[src/rtl/decim_reconfig_ctrl_if.sv]
// decim_reconfig_ctrl_if: host config handshake plus upstream/downstream sample gating signals
interface decim_reconfig_ctrl_if;
    logic       cfg_valid;
    logic       cfg_ready;
    logic [7:0] cfg_cic_dec;
    logic [7:0] cfg_fir_dec;
    logic       cfg_bypass_cic;
    logic       cfg_bypass_fir;
    logic       cfg_run;
    logic       in_valid;
    logic       in_ready;
    logic       out_valid;

    modport master (
        output cfg_valid, cfg_cic_dec, cfg_fir_dec, cfg_bypass_cic, cfg_bypass_fir, cfg_run, in_valid,
        input  cfg_ready, in_ready, out_valid
    );

    modport slave (
        input  cfg_valid, cfg_cic_dec, cfg_fir_dec, cfg_bypass_cic, cfg_bypass_fir, cfg_run, in_valid,
        output cfg_ready, in_ready, out_valid
    );
endinterface

[src/rtl/decim_reconfig_ctrl.sv]
// decim_reconfig_ctrl: sequences the decimation chain through drain, flush and settle on every
// start/stop/ratio change so no sample built from mixed configurations reaches downstream.
module decim_reconfig_ctrl #(
    parameter int DEFAULT_CIC    = 8,
    parameter int DEFAULT_FIR    = 4,
    parameter int DRAIN_CYCLES   = 16,
    parameter int FLUSH_CYCLES   = 4,
    parameter int SETTLE_SAMPLES = 3
) (
    input  logic                  clk,
    input  logic                  rst,
    decim_reconfig_ctrl_if.slave  bus,
    output logic                  dec_data_valid,
    input  logic                  dec_data_ready,
    input  logic                  dec_out_valid,
    output logic                  dec_enable,
    output logic                  dec_rst_n,
    output logic [7:0]            cic_decimation,
    output logic [7:0]            fir_decimation,
    output logic                  bypass_cic,
    output logic                  bypass_fir,
    output logic                  locked,
    output logic                  cfg_err,
    output logic [2:0]            state,
    output logic [7:0]            reconfig_count
);
    localparam int DW = $clog2(DRAIN_CYCLES + 1);
    localparam int FW = $clog2(FLUSH_CYCLES + 1);
    localparam int SW = SETTLE_SAMPLES > 0 ? $clog2(SETTLE_SAMPLES + 1) : 1;

    typedef enum logic [2:0] {
        IDLE   = 3'd0,
        DRAIN  = 3'd1,
        FLUSH  = 3'd2,
        SETTLE = 3'd3,
        RUN    = 3'd4
    } st_t;

    st_t           st, st_n;
    logic [DW-1:0] drain_cnt;
    logic [FW-1:0] flush_cnt;
    logic [SW-1:0] settle_cnt;
    logic          accept, bad, take, ingress;
    logic          drain_done, flush_done, settle_done;
    logic [7:0]    p_cic, p_fir;
    logic          p_bc, p_bf, p_run;

    assign bus.cfg_ready = st == IDLE || st == RUN;
    assign accept        = bus.cfg_valid & bus.cfg_ready;
    assign bad           = (bus.cfg_cic_dec == 8'd0 && !bus.cfg_bypass_cic) ||
                           (bus.cfg_fir_dec == 8'd0 && !bus.cfg_bypass_fir);
    assign take          = accept & ~bad;

    assign drain_done  = int'(drain_cnt) == DRAIN_CYCLES - 1;
    assign flush_done  = int'(flush_cnt) == FLUSH_CYCLES - 1;
    assign settle_done = dec_out_valid && int'(settle_cnt) == SETTLE_SAMPLES - 1;

    // Gating follows the current state so a sample on the acceptance edge still goes through
    assign ingress        = st == RUN || st == SETTLE;
    assign bus.in_ready   = ingress & dec_data_ready;
    assign dec_data_valid = ingress & bus.in_valid & dec_data_ready;
    assign bus.out_valid  = (st == RUN || st == DRAIN) & dec_out_valid;
    assign state          = st;

    always_ff @(posedge clk or posedge rst)
        if (rst) st <= IDLE;
        else     st <= st_n;

    always_comb begin
        st_n = st;
        case (st)
            IDLE:    if (take && bus.cfg_run) st_n = FLUSH;
            RUN:     if (take) st_n = DRAIN;
            DRAIN:   if (drain_done) st_n = p_run ? FLUSH : IDLE;
            FLUSH:   if (flush_done) st_n = SETTLE_SAMPLES == 0 ? RUN : SETTLE;
            SETTLE:  if (settle_done) st_n = RUN;
            default: st_n = IDLE;
        endcase
    end

    always_ff @(posedge clk or posedge rst)
        if (rst) begin
            drain_cnt  <= '0;
            flush_cnt  <= '0;
            settle_cnt <= '0;
        end else if (st_n != st) begin
            drain_cnt  <= '0;
            flush_cnt  <= '0;
            settle_cnt <= '0;
        end else begin
            if (st == DRAIN && int'(drain_cnt) < DRAIN_CYCLES) drain_cnt <= drain_cnt + 1'b1;
            if (st == FLUSH && int'(flush_cnt) < FLUSH_CYCLES) flush_cnt <= flush_cnt + 1'b1;
            if (st == SETTLE && dec_out_valid && int'(settle_cnt) < SETTLE_SAMPLES)
                settle_cnt <= settle_cnt + 1'b1;
        end

    always_ff @(posedge clk or posedge rst)
        if (rst) begin
            dec_enable     <= 1'b0;
            dec_rst_n      <= 1'b0;
            locked         <= 1'b0;
            cfg_err        <= 1'b0;
            reconfig_count <= 8'd0;
            cic_decimation <= 8'(DEFAULT_CIC);
            fir_decimation <= 8'(DEFAULT_FIR);
            bypass_cic     <= 1'b0;
            bypass_fir     <= 1'b0;
            p_cic          <= 8'(DEFAULT_CIC);
            p_fir          <= 8'(DEFAULT_FIR);
            p_bc           <= 1'b0;
            p_bf           <= 1'b0;
            p_run          <= 1'b0;
        end else begin
            dec_enable <= st_n == DRAIN || st_n == SETTLE || st_n == RUN;
            dec_rst_n  <= st_n != FLUSH;
            locked     <= st_n == RUN;
            cfg_err    <= accept & bad;
            if (take) begin
                reconfig_count <= reconfig_count + 8'd1;
                {p_cic, p_fir, p_bc, p_bf, p_run} <= {bus.cfg_cic_dec, bus.cfg_fir_dec,
                    bus.cfg_bypass_cic, bus.cfg_bypass_fir, bus.cfg_run};
            end
            // From IDLE the request is applied straight away; after DRAIN it comes from the held copy
            if (st_n == FLUSH && st != FLUSH)
                {cic_decimation, fir_decimation, bypass_cic, bypass_fir} <= st == IDLE ?
                    {bus.cfg_cic_dec, bus.cfg_fir_dec, bus.cfg_bypass_cic, bus.cfg_bypass_fir} :
                    {p_cic, p_fir, p_bc, p_bf};
        end
endmodule
[src/flat_wrapper.sv]
// flat-port wrapper written by rule: the top's interface ports become plain ports
module decim_reconfig_ctrl_flat 
#(
    parameter int DEFAULT_CIC    = 8,
    parameter int DEFAULT_FIR    = 4,
    parameter int DRAIN_CYCLES   = 16,
    parameter int FLUSH_CYCLES   = 4,
    parameter int SETTLE_SAMPLES = 3
)
  (clk, rst, dec_data_valid, dec_data_ready, dec_out_valid, dec_enable, dec_rst_n, cic_decimation, fir_decimation, bypass_cic, bypass_fir, locked, cfg_err, state, reconfig_count, bus_cfg_valid, bus_cfg_cic_dec, bus_cfg_fir_dec, bus_cfg_bypass_cic, bus_cfg_bypass_fir, bus_cfg_run, bus_in_valid, bus_cfg_ready, bus_in_ready, bus_out_valid);
  decim_reconfig_ctrl_if bus_i ();
  input  logic clk;
  input  logic rst;
  output logic dec_data_valid;
  input  logic dec_data_ready;
  input  logic dec_out_valid;
  output logic dec_enable;
  output logic dec_rst_n;
  output logic [7:0] cic_decimation;
  output logic [7:0] fir_decimation;
  output logic bypass_cic;
  output logic bypass_fir;
  output logic locked;
  output logic cfg_err;
  output logic [2:0] state;
  output logic [7:0] reconfig_count;
  input wire logic [$bits(bus_i.cfg_valid)-1:0] bus_cfg_valid;
  input wire logic [$bits(bus_i.cfg_cic_dec)-1:0] bus_cfg_cic_dec;
  input wire logic [$bits(bus_i.cfg_fir_dec)-1:0] bus_cfg_fir_dec;
  input wire logic [$bits(bus_i.cfg_bypass_cic)-1:0] bus_cfg_bypass_cic;
  input wire logic [$bits(bus_i.cfg_bypass_fir)-1:0] bus_cfg_bypass_fir;
  input wire logic [$bits(bus_i.cfg_run)-1:0] bus_cfg_run;
  input wire logic [$bits(bus_i.in_valid)-1:0] bus_in_valid;
  output wire logic [$bits(bus_i.cfg_ready)-1:0] bus_cfg_ready;
  output wire logic [$bits(bus_i.in_ready)-1:0] bus_in_ready;
  output wire logic [$bits(bus_i.out_valid)-1:0] bus_out_valid;
  assign bus_i.cfg_valid = bus_cfg_valid;
  assign bus_i.cfg_cic_dec = bus_cfg_cic_dec;
  assign bus_i.cfg_fir_dec = bus_cfg_fir_dec;
  assign bus_i.cfg_bypass_cic = bus_cfg_bypass_cic;
  assign bus_i.cfg_bypass_fir = bus_cfg_bypass_fir;
  assign bus_i.cfg_run = bus_cfg_run;
  assign bus_i.in_valid = bus_in_valid;
  assign bus_cfg_ready = bus_i.cfg_ready;
  assign bus_in_ready = bus_i.in_ready;
  assign bus_out_valid = bus_i.out_valid;
  decim_reconfig_ctrl #(.DEFAULT_CIC(DEFAULT_CIC), .DEFAULT_FIR(DEFAULT_FIR), .DRAIN_CYCLES(DRAIN_CYCLES), .FLUSH_CYCLES(FLUSH_CYCLES), .SETTLE_SAMPLES(SETTLE_SAMPLES)) u_core (.clk(clk), .rst(rst), .bus(bus_i), .dec_data_valid(dec_data_valid), .dec_data_ready(dec_data_ready), .dec_out_valid(dec_out_valid), .dec_enable(dec_enable), .dec_rst_n(dec_rst_n), .cic_decimation(cic_decimation), .fir_decimation(fir_decimation), .bypass_cic(bypass_cic), .bypass_fir(bypass_fir), .locked(locked), .cfg_err(cfg_err), .state(state), .reconfig_count(reconfig_count));
endmodule
[config.mk]
export PLATFORM = sky130hd
export DESIGN_NAME = decim_reconfig_ctrl_flat
export DESIGN_NICKNAME = d
export VERILOG_FILES = /design/src/rtl/decim_reconfig_ctrl_if.sv /design/src/rtl/decim_reconfig_ctrl.sv /design/src/flat_wrapper.sv
export SDC_FILE = /design/constraint.sdc
export NUM_CORES = 1
export LEC_CHECK = 0
export BUFFER_PORTS_ARGS = -buffer_cell sky130_fd_sc_hd__buf_4
export CORE_ASPECT_RATIO = 1.5
export CORE_MARGIN = 2
export CORE_UTILIZATION = 54
export CTS_CLUSTER_DIAMETER = 100
export DETAILED_ROUTE_END_ITERATION = 10
export GPL_TIMING_DRIVEN = 1
export PLACE_DENSITY = 0.79
export SLEW_MARGIN = 20
export SYNTH_ARGS = -nofsm -noshare
export SYNTH_HDL_FRONTEND = slang
export SYNTH_SLANG_ARGS = --single-unit
[constraint.sdc]
create_clock -name clk -period 2.3 [get_ports clk]
set_input_delay 0.23 -clock clk [delete_from_list [all_inputs] [get_ports clk]]
set_output_delay 0.23 -clock clk [all_outputs]
set_load 0.1 [all_outputs]
# [Word-level counts from Yosys, hierarchy flattened]
# Index checks and enable logic that the tools add are counted.
[word_totals] latchBits=0 ff_bits=62 inputBits=25 mem_bits_rw=0 output_inout_bits=37 mem_bits_ro=0 mem_count=0 elab_cells=84
[op_classes] reduce_logical=23 mux=14 n_div=0 shift=0 add_sub_neg=4 n_bitwise=8 n_eq_ne=14 mul=0 order_cmp=3
[ops] operator="$mux W3" n=7
[ops] operator="$mux W18" n=1
[ops] operator="$logic_not A8 Y1" n=2
[ops] operator="$pmux W3 S5" n=1
[ops] operator="$eq A3 B2 Y1 const B" n=4
[ops] operator="$mux W5" n=2
[ops] operator="$eq A3 B3 Y1 const B" n=3
[ops] operator="$logic_and A1 B1 Y1" n=9
[ops] operator="$add A8 B1 Y8 const B" n=1
[ops] operator="$and A1 B1 Y1" n=7
[ops] operator="$eq A3 B1 Y1 const B" n=2
[ops] operator="$logic_or A1 B1 Y1" n=6
[ops] operator="$mux W2" n=3
[ops] operator="$ne A3 B2 Y1 const B" n=2
[ops] operator="$reduce_bool A2 Y1" n=3
[ops] operator="$add A5 B1 Y5 const B" n=1
[ops] operator="$eq A5 B5 Y1 const B" n=1
[ops] operator="$lt A5 B5 Y1 const B" n=1
[ops] operator="$add A3 B1 Y3 const B" n=1
[ops] operator="$logic_not A3 Y1" n=1
[ops] operator="$lt A3 B3 Y1 const B" n=1
[ops] operator="$ne A3 B3 Y1" n=1
[ops] operator="$add A2 B1 Y2 const B" n=1
[ops] operator="$eq A2 B2 Y1 const B" n=1
[ops] operator="other kinds (3)" n=4

# [Logic depth before layout (Yosys ltp)]
# Gate-level depths: netlist of the first run.
[logic_depth] ltp_word=11 depth_mapped=9 depth_no_buf=8

# [Least setup slack after synthesis of the first run]
# No wires, ideal clock.
[synth_path] kind="register to output" start="register u_core.st[0] (netlist: u_core.state[0])" end="output dec_data_valid" required_time_ns=2.070 slack_ns=-3.899 t_arrival_ns=5.969 path_stages_with_launch=5 path_buffers=0 cell_sequence="dfrtp_1 > nor2_1 > nand2_1 > a21boi_0 > and2_1"
[synth_between] elab_chain_cells=4 elab_cells_between_ends=5 classes_between="2 x eq/ne; 2 x bitwise; 1 x reduce/logical"
[synth_rtl] item="start: declaration" line_no="decim_reconfig_ctrl.sv:39" source="st_t st, st_n;"
[synth_rtl] item="start signal: assignment" line_no="decim_reconfig_ctrl.sv:67" source="else st <= st_n;"
[synth_rtl] item="$eq A3 B3 Y1 / $eq A3 B2 Y1 (equally long branches)" line_no="decim_reconfig_ctrl.sv:59" source="assign ingress = st == RUN || st == SETTLE;"
[synth_rtl] item="$logic_or A1 B1 Y1 *" line_no="decim_reconfig_ctrl.sv:59"
[synth_rtl] item="$and A1 B1 Y1 * (2 in series)" line_no="decim_reconfig_ctrl.sv:61" source="assign dec_data_valid = ingress & bus.in_valid & dec_data_ready;"
[synth_rtl] item="end: declaration" line_no="flat_wrapper.sv:14" source="output logic dec_data_valid;"
# Mark *: on every way between the ends. The rest lies on a longest branch, timed or not.

# [Worst setup path in the final report of the first run]
# Ends and elaborated chain as after synthesis.

==> results.md, run 1 <==
- The path depth of the worst reg2reg path is 9.
- The count of non-filler cells in the finished layout is approximately 400.
- The number of rows created at floorplan is 33.
- Yosys mapped the design onto between 40 and 50 distinct sky130hd cell types.
- The worst hold-check path type is input pin to flop.
- The worst min-delay path endpoint is u_core.p_cic[0].
- The CTS tree is built.
- The area of combinational cells with multiple inputs is ~1400 µm².
- The routability congestion estimate is approximately 0.7.
- STA puts the critical path data arrival time at ~1900 ps.
- The horizontal die dimension is ~65 µm.
- The number of clock buffers added by TritonCTS is 9.
- The total clock sinks is slightly above 60.
- The repair_antennas step left the layout with diodes totalling 0.
- In this run the critical register-to-register path is captured at u_core.bypass_cic.
- The share of synthesized registers carrying an async set or reset is 100%.
- Setup violations remaining at the end of the flow were counted as 0.
- Counting instances in the post-synthesis netlist gives the leading cell types as sky130_fd_sc_hd__dfrtp_1, sky130_fd_sc_hd__nor2_1, sky130_fd_sc_hd__mux2i_1.
- For this run, design rule violations remaining after detail routing come to 0.
- The area share of the leading cell type in the synthesized netlist is between 40% and 50%.
- The flip-flop cell with the highest count after synthesis is sky130_fd_sc_hd__dfrtp_1.
- The overall track demand over capacity in global routing is approximately 20%.
- The starting DRC count in detailed routing is 81.
- The clock-pin slew reported for the worst setup and hold paths after clock tree synthesis is about 70 ps.
- The cell count after placement is around 380.
- Relative to the synthesized area, the layout overhead comes to 25.5%.
- Adding up every negative setup slack in the final design gives 0 ps.
- STA classifies the critical path endpoint as an output pin.
- The worst setup path is launched from a flop.
- The slew at the pin closest to its max-slew limit is just under 700 ps.
- The cell area after synthesis is about 3000 µm².
- In the final layout, flip-flops and latches occupy ~1600 µm².
- When the netlist entered floorplanning its net count stood at about 290.
- The most repeated cell in the gate-level netlist after synthesis is sky130_fd_sc_hd__dfrtp_1.
- 62 I/O pins were placed.
- The total number of yosys warnings is 0.
- The initial core utilization is approximately 56%.
- The post-synthesis average cell area is 11.6 µm².
- Yosys attributes the largest share of cell area to sky130_fd_sc_hd__dfrtp_1, sky130_fd_sc_hd__mux2i_1, sky130_fd_sc_hd__mux2_2.
- The sequential share of the synthesized area is just over 50%.
- The height of the chip is approximately 95 µm.
- Entering global routing, the biggest net connects 36 pins.
- After layout, the worst path uses between 90 and 100% of the clock period.
- The worst-case clock buffer depth is 2.
- Counting flops with a built-in enable in the synthesized netlist gives 0.
- The run finished with clean final reports.
- During placement, the flow inserted port buffers numbering 61.
- The max-cap check violation count is 0.
- After detailed routing, the number of vias per cell comes to 5.31.
- The instance count along the most critical hold path is 2.
- The register bit count reported by yosys is between 60 and 70.
- The buffer type at the clock tree root is sky130_fd_sc_hd__clkbuf_8.
- The number of hold-slack violations in the final timing report is 0.
- The total vias in the final route is roughly 2,100.
- Hold is met by between 100 and 150 ps.
- Of all nets on the critical path, the largest fanout is 16.
- The first global-routing pass estimated between 9000 and 10,000 µm of wire.
- The area of the die is just over 6000 µm².
- The average routed wire per standard cell is between 10 and 15 µm.
- For the worst-skew pair, the clock arrives at the later sink with an insertion delay of approximately 340 ps.
- The core footprint is between 5000 and 6000 µm².
- The slack of the worst reg-to-reg path is around 240 ps.
- The maximum achievable frequency is roughly 480 MHz.
- For this run, the post-layout net count is approximately 360.
- The initial antenna violation count is 0.
- The startpoint identified for the worst hold timing path is bus_cfg_cic_dec[0].
- The final layout contains routed wiring with a total length of between 5000 and 6000 µm.
- The clock arrives with between 10 and 15 ps of skew.
- The critical path in this run is classified as flop to output pin.
- The number of levels the H-tree was split into is 3.
- The number of fill cells in the layout is approximately 440.
- Cells with a size suffix above 1 make up between 40% and 50% of the layout.
- The required time of the critical path is ~2100 ps.
- Of all cell types, the one taking the most synthesized area is sky130_fd_sc_hd__dfrtp_1.
- Setup repair after global routing left no endpoint under its margin.
- The via count of the first global-routing pass was between 2,000 and 2,500.
- The number of resized instances in the post-cts repair step is 0.
- The total congestion overflow is 0.
- Summed over all nets, the half-perimeter wirelength after detailed placement is ~4200 µm.
- The smallest clock period supported by the final layout is computed as 2090 ps.
- The final count of pins violating max slew was 0.
- Before antenna repair, the detailed router went through 4 iterations.
- Before CTS, the worst setup slack after placement is roughly 230 ps.
- In this run the remaining antenna-violating nets after routing total 0.
- Measured against its own limit, the worst slew margin works out to around 55%.
- Once routing completed, OpenROAD measured the worst setup slack at around 210 ps.
- In the synthesized netlist, the number of instances is ~260.
- The startpoint identified for the worst register-to-register timing path is u_core.drain_cnt[0].
==> critical path, stage by stage, from the launching register on <==
cell and delay (ps):
sky130_fd_sc_hd__dfrtp_2 530, sky130_fd_sc_hd__nor2_4 250, sky130_fd_sc_hd__nand2_2 140, sky130_fd_sc_hd__a21boi_4 180
sky130_fd_sc_hd__and2_4 150, sky130_fd_sc_hd__buf_4 270
==> how the worst max path moves through the flow <==
| stage | slack, ps | cells past startpoint | end | start |
|---|---|---|---|---|
| 2_1_floorplan | -500 | 4 | dec_data_valid | u_core.state[0] |
| 3_3_place_gp | 280 | 6 | u_core.p_fir[0] | bus_cfg_fir_dec[3] |
| 3_5_place_dp | 230 | 9 | u_core.cic_decimation[1] | u_core.drain_cnt[0] |
| 4_1_cts | 190 | 5 | dec_data_valid | u_core.state[0] |
| 5_1_grt | 60 | 9 | u_core.cic_decimation[1] | u_core.drain_cnt[0] |
| 6_report | 210 | 5 | dec_data_valid | u_core.state[0] |
==> cells in the final DEF, fill, tap and decap left out, drive strengths merged <==
| master | Yosys | routed |
|---|---|---|
| buf | 9 | 65 |
| dfrtp | 58 | 58 |
| nor2 | 35 | 35 |
| a21oi | 22 | 22 |
| mux2i | 21 | 21 |
| mux2 | 20 | 20 |
| clkbuf | 1 | 12 |
| nand2 | 11 | 11 |
| xnor2 | 10 | 10 |
| nand3 | 8 | 8 |
| ha | 7 | 7 |
| o21ai | 6 | 6 |
| inv | 6 | 6 |
| and3 | 5 | 5 |
| nand4 | 4 | 4 |
| dfstp | 4 | 4 |
| nor3 | 4 | 4 |
| nor4 | 3 | 3 |
| nand2b | 3 | 3 |
| or3 | 3 | 3 |
| xor2 | 3 | 3 |
| and2 | 3 | 3 |
| clkinv | 0 | 2 |
| nor3b | 2 | 2 |
| o31ai | 1 | 1 |
| a211oi | 1 | 1 |
| nand3b | 1 | 1 |
| a211o | 1 | 1 |
| a21boi | 1 | 1 |
| nor2b | 1 | 1 |
| a221oi | 1 | 1 |
| a31oi | 1 | 1 |
| o2111ai | 1 | 1 |
| or4b | 1 | 1 |
| nor4b | 1 | 1 |
| bufinv | 0 | 1 |
| clkinvlp | 0 | 1 |
| dlygate4sd3 | 0 | 1 |
==> repair_timing <==
item,in CTS,in global routing
hold buffers,1,0
setup buffers,0,0
endpoints found under the hold margin,23,0
==> flip-flops by register name, summed over array words and instances (netlist names) <==
signal / flops
u_core.bypass_cic: 1
u_core.drain_cnt: 5
u_core.p_bf: 1
u_core.dec_enable: 1
u_core.reconfig_count: 8
u_core.dec_rst_n: 1
u_core.state: 3
u_core.flush_cnt: 3
u_core.p_fir: 8
u_core.cic_decimation: 8
u_core.fir_decimation: 8
u_core.p_bc: 1
u_core.bypass_fir: 1
u_core.locked: 1
u_core.cfg_err: 1
u_core.settle_cnt: 2
u_core.p_run: 1
u_core.p_cic: 8
==> per-stage QoR <==
step	utilization, %	cell area [µm²]
6_report	69.8	3770
5_1_grt	69.8	3770
4_1_cts	69.8	3770
3_5_place_dp	66.0	3570
3_3_place_gp	66.0	3570
2_1_floorplan	-	3050
==> layout make-up <==
type,count,area share (%)
sequential,62,41.3
tap,70,2.32
timing repair buffer,66,13.9
clock buffer,12,3.85
inverter,6,0.597
clock inverter,4,1.26
multi-input combinational,181,36.8
==> cell families (layout without fill, tap and decap cells) <==
family,Yosys count,count (layout),share of synthesized area [%]
muxes,41,41,14.5
and+or+nand+nor,85,85,14.9
xor gates and xnor gates,13,13,3.79
DFF,62,62,51.7
adders and majority gates,7,7,2.91
buffers and inverters,16,88,3.49
AOI/OAI and AO/OA,35,35,8.65
==> per-layer routing <==
metal / global-route usage, % / wire length (µm) / part of all wire, % / vias up
met1: 22.7 / 2320 / 40 / 1023
met5: 0 / 0 / 0 / -
met2: 35.6 / 3060 / 53 / 48
li1: - / - / - / 1048
met3: 4.37 / 229 / 4.0 / 11
met4: 10.6 / 133 / 2.3 / 0
Power of run 1 is not shown: default switching activity piles up to over one toggle a cycle in this logic, so the estimate is an artifact.
==> inputs of run 2 (changes only) <==
--- a/config.mk
+++ b/config.mk
@@ -7,7 +7,6 @@
 export LEC_CHECK = 0
 export BUFFER_PORTS_ARGS = -buffer_cell sky130_fd_sc_hd__buf_4
 export CORE_ASPECT_RATIO = 1.5
-export CORE_MARGIN = 2
 export CORE_UTILIZATION = 54
 export CTS_CLUSTER_DIAMETER = 100
 export DETAILED_ROUTE_END_ITERATION = 10
==> run 2 against run 1 <==
- via count increased by 1.3%
- core utilization increased by 2.3 points
- non-clock buffer count decreased by 1
==> results.md, run 2 (same netlist as run 1, synthesis figures left out) <==
- The run finished with clean final reports.
- The total vias in the final route is 2,158 (+1.3%).
- The height of the chip is 93.4 µm (-2.1%).
- The shortest period the worst path allows is 2080 ps (-7.11 ps).
- The worst setup slack before clock tree synthesis is 216 ps (-16.9 ps).
- The number of setup violations in the final report is 0 (unchanged).
- The share of post-route cells with drive strength above 1 is 40.3% (+0.12 points).
- The share of the core filled with cells in the final layout came to 72.1% (+2.3 points).
- The total clock sinks was 62 (unchanged).
- The post-route fraction of the period consumed by the critical path came to 90.6% (-0.31 points).
- The number of buffers inserted by port buffering is 61 (unchanged).
- The buffer type at the clock tree root is sky130_fd_sc_hd__clkbuf_8.
- The wire length of the first global-routing pass came to 9870 µm (+6.3%).
- The initial core utilization is 57.3% (+1.7 points).
- The number of hold-slack violations in the final timing report is 0 (unchanged).
- The maximum achievable frequency is 480 MHz (+0.34%).
- The endpoint arrival time on the critical path came to 1850 ps (about the same).
- The average routed wire per standard cell is 14.8 µm (+3.1%).
- The initial antenna violation count was 0 (unchanged).
- The tightest min-delay check is of the input pin to flop type.
- The total congestion overflow was 0 (unchanged).
- Setup repair after global routing left no endpoint under its margin.
- The routability congestion estimate is 0.788 (+10%).
- The number of buffers inserted to repair setup after CTS is 0 (unchanged).
- The diode insertion count for antenna repair is 0 (unchanged).
- The launching element type of the critical path is a flop.
- The sort of element at the end of the critical path is an output pin.
- The critical path class is flop to output pin.
- The starting DRC count in detailed routing is 120 (+48%).
- The minimum hold slack is 119 ps (+1.47 ps).
- The area growth from synthesis to layout is 25.7%.
- The number of rows created at floorplan is 32 (-3.0%).
- The area of the die is 5880 µm² (-5.1%).
- The wire length reported by the detailed router was 5880 µm (+2.3%).
- In the layout the commonest cells are sky130_fd_sc_hd__buf_4, sky130_fd_sc_hd__dfrtp_1, sky130_fd_sc_hd__nor2_1.
- The half-perimeter wire length after placement is 4100 µm (-2.0%).
- The worst slew margin relative to its limit came to 58.0% (+3.4 points).
- The pin count of the biggest net entering global routing is 38 (+5.6%).
- The number of antenna-violating nets in the routed design is 0 (unchanged).
- The clock latency at the later pin of the worst-skew pair was 360 ps (+20 ps).
- The number of buffers added by the clock tree synthesis step came to 9 (unchanged).
- The core footprint came to 5250 µm² (-3.0%).
- The required time of the critical path came to 2070 ps (about the same).
- The overall track demand over capacity in global routing is 22.6% (+2.4 points).
- The clock-pin slew reported for the worst setup and hold paths after clock tree synthesis came to 70 ps (about the same).
- The number of levels the H-tree was split into is 3 (unchanged).
- The slew at the pin closest to its max-slew limit is 621 ps (-60.1 ps).
- The horizontal die dimension is 62.9 µm (-3.1%).
- The via count of the first global-routing pass was 2,147 (+6.8%).
- The slack of the critical path is 216 ps (+7.11 ps).
- The first-pass detailed-route iteration total is 4 (unchanged).
- The CTS tree is built.
- The max-cap check violation count came to 0 (unchanged).
- The number of nets in the layout is 357 (-0.28%).
- The final count of pins violating max slew is 0 (unchanged).
- The average via count per standard cell was 5.42 (+2.1%).
- The maximum fanout encountered on the critical timing path is 16 (unchanged).
- The total I/O pin count came to 62 (unchanged).
- The worst clock skew came to 13.3 ps (+0.0269 ps).
- The count of unresolved DRC violations after routing is 0 (unchanged).
- The worst-case clock buffer depth is 2 (unchanged).
- Leaving out fill and tap cells, the most frequent cell in the layout is sky130_fd_sc_hd__buf_4.
## run 2: cell count changes in the layout (fill, tap and decap cells not counted), sizes merged
cell	before	now
clkbuf	12	13
clkinv	2	1
buf	65	64
## run 2: worst paths after layout
| check | end | slack, ps | startpoint | depth (start not counted) |
|---|---|---|---|---|
| min in group asynchronous | u_core.reconfig_count[7] | 500 | rst | 3 |
| max in group asynchronous | u_core.p_cic[3] | 1140 | rst | 4 |
| max | dec_data_valid | 220 | u_core.state[0] | 5 |
| min | u_core.p_cic[0] | 120 | bus_cfg_cic_dec[0] | 2 |
| max reg2reg | u_core.cic_decimation[2] | 340 | u_core.drain_cnt[0] | 9 |
| min reg2reg | u_core.reconfig_count[7] | 480 | u_core.reconfig_count[7] | 1 |
## run 2: worst max-delay path, stage by stage (launching register included)
cell	delay, ps
sky130_fd_sc_hd__dfrtp_2	530
sky130_fd_sc_hd__nor2_4	240
sky130_fd_sc_hd__nand2_2	130
sky130_fd_sc_hd__a21boi_4	180
sky130_fd_sc_hd__and2_4	140
sky130_fd_sc_hd__buf_4	270
## run 2: final cells by class
| type | instances | area [µm²] |
|---|---|---|
| Clock buffer | 13 | 169 |
| Inverter | 6 | 22.5 |
| Sequential cell | 62 | 1560 |
| Timing Repair Buffer | 65 | 515 |
| Tap cell | 68 | 85.1 |
| Multi-Input combinational cell | 181 | 1390 |
| Fill cell | 394 | 1460 |
| Clock inverter | 3 | 42.5 |
## run 2: per-stage QoR
stage / setup TNS (ps) / cells / cell area (µm²)
after floorplan: -526 / 259 / 3050
after global placement: 0 / 381 / 3560
after detailed placement: 0 / 381 / 3560
after CTS: 0 / 398 / 3780
after global routing: 0 / 398 / 3780
final: 0 / 398 / 3780
## run 2: metal layers
layer | up-vias | global-route usage, % | routed length (µm) | part of all wire [%]
met1 | 1045 | 26.1 | 2370 | 40
met5 | - | 0 | 0 | 0
met4 | 0 | 9.88 | 116 | 2.0
li1 | 1044 | - | - | -
met2 | 58 | 38.1 | 3120 | 53
met3 | 11 | 7.20 | 278 | 4.7
## run 2: timing repair
item                                   in CTS  in global routing
gates resized for setup                     0                  0
hold buffers                                1                  0
endpoints found under the hold margin      25                  0
Power of run 2 is left out for the same reason.
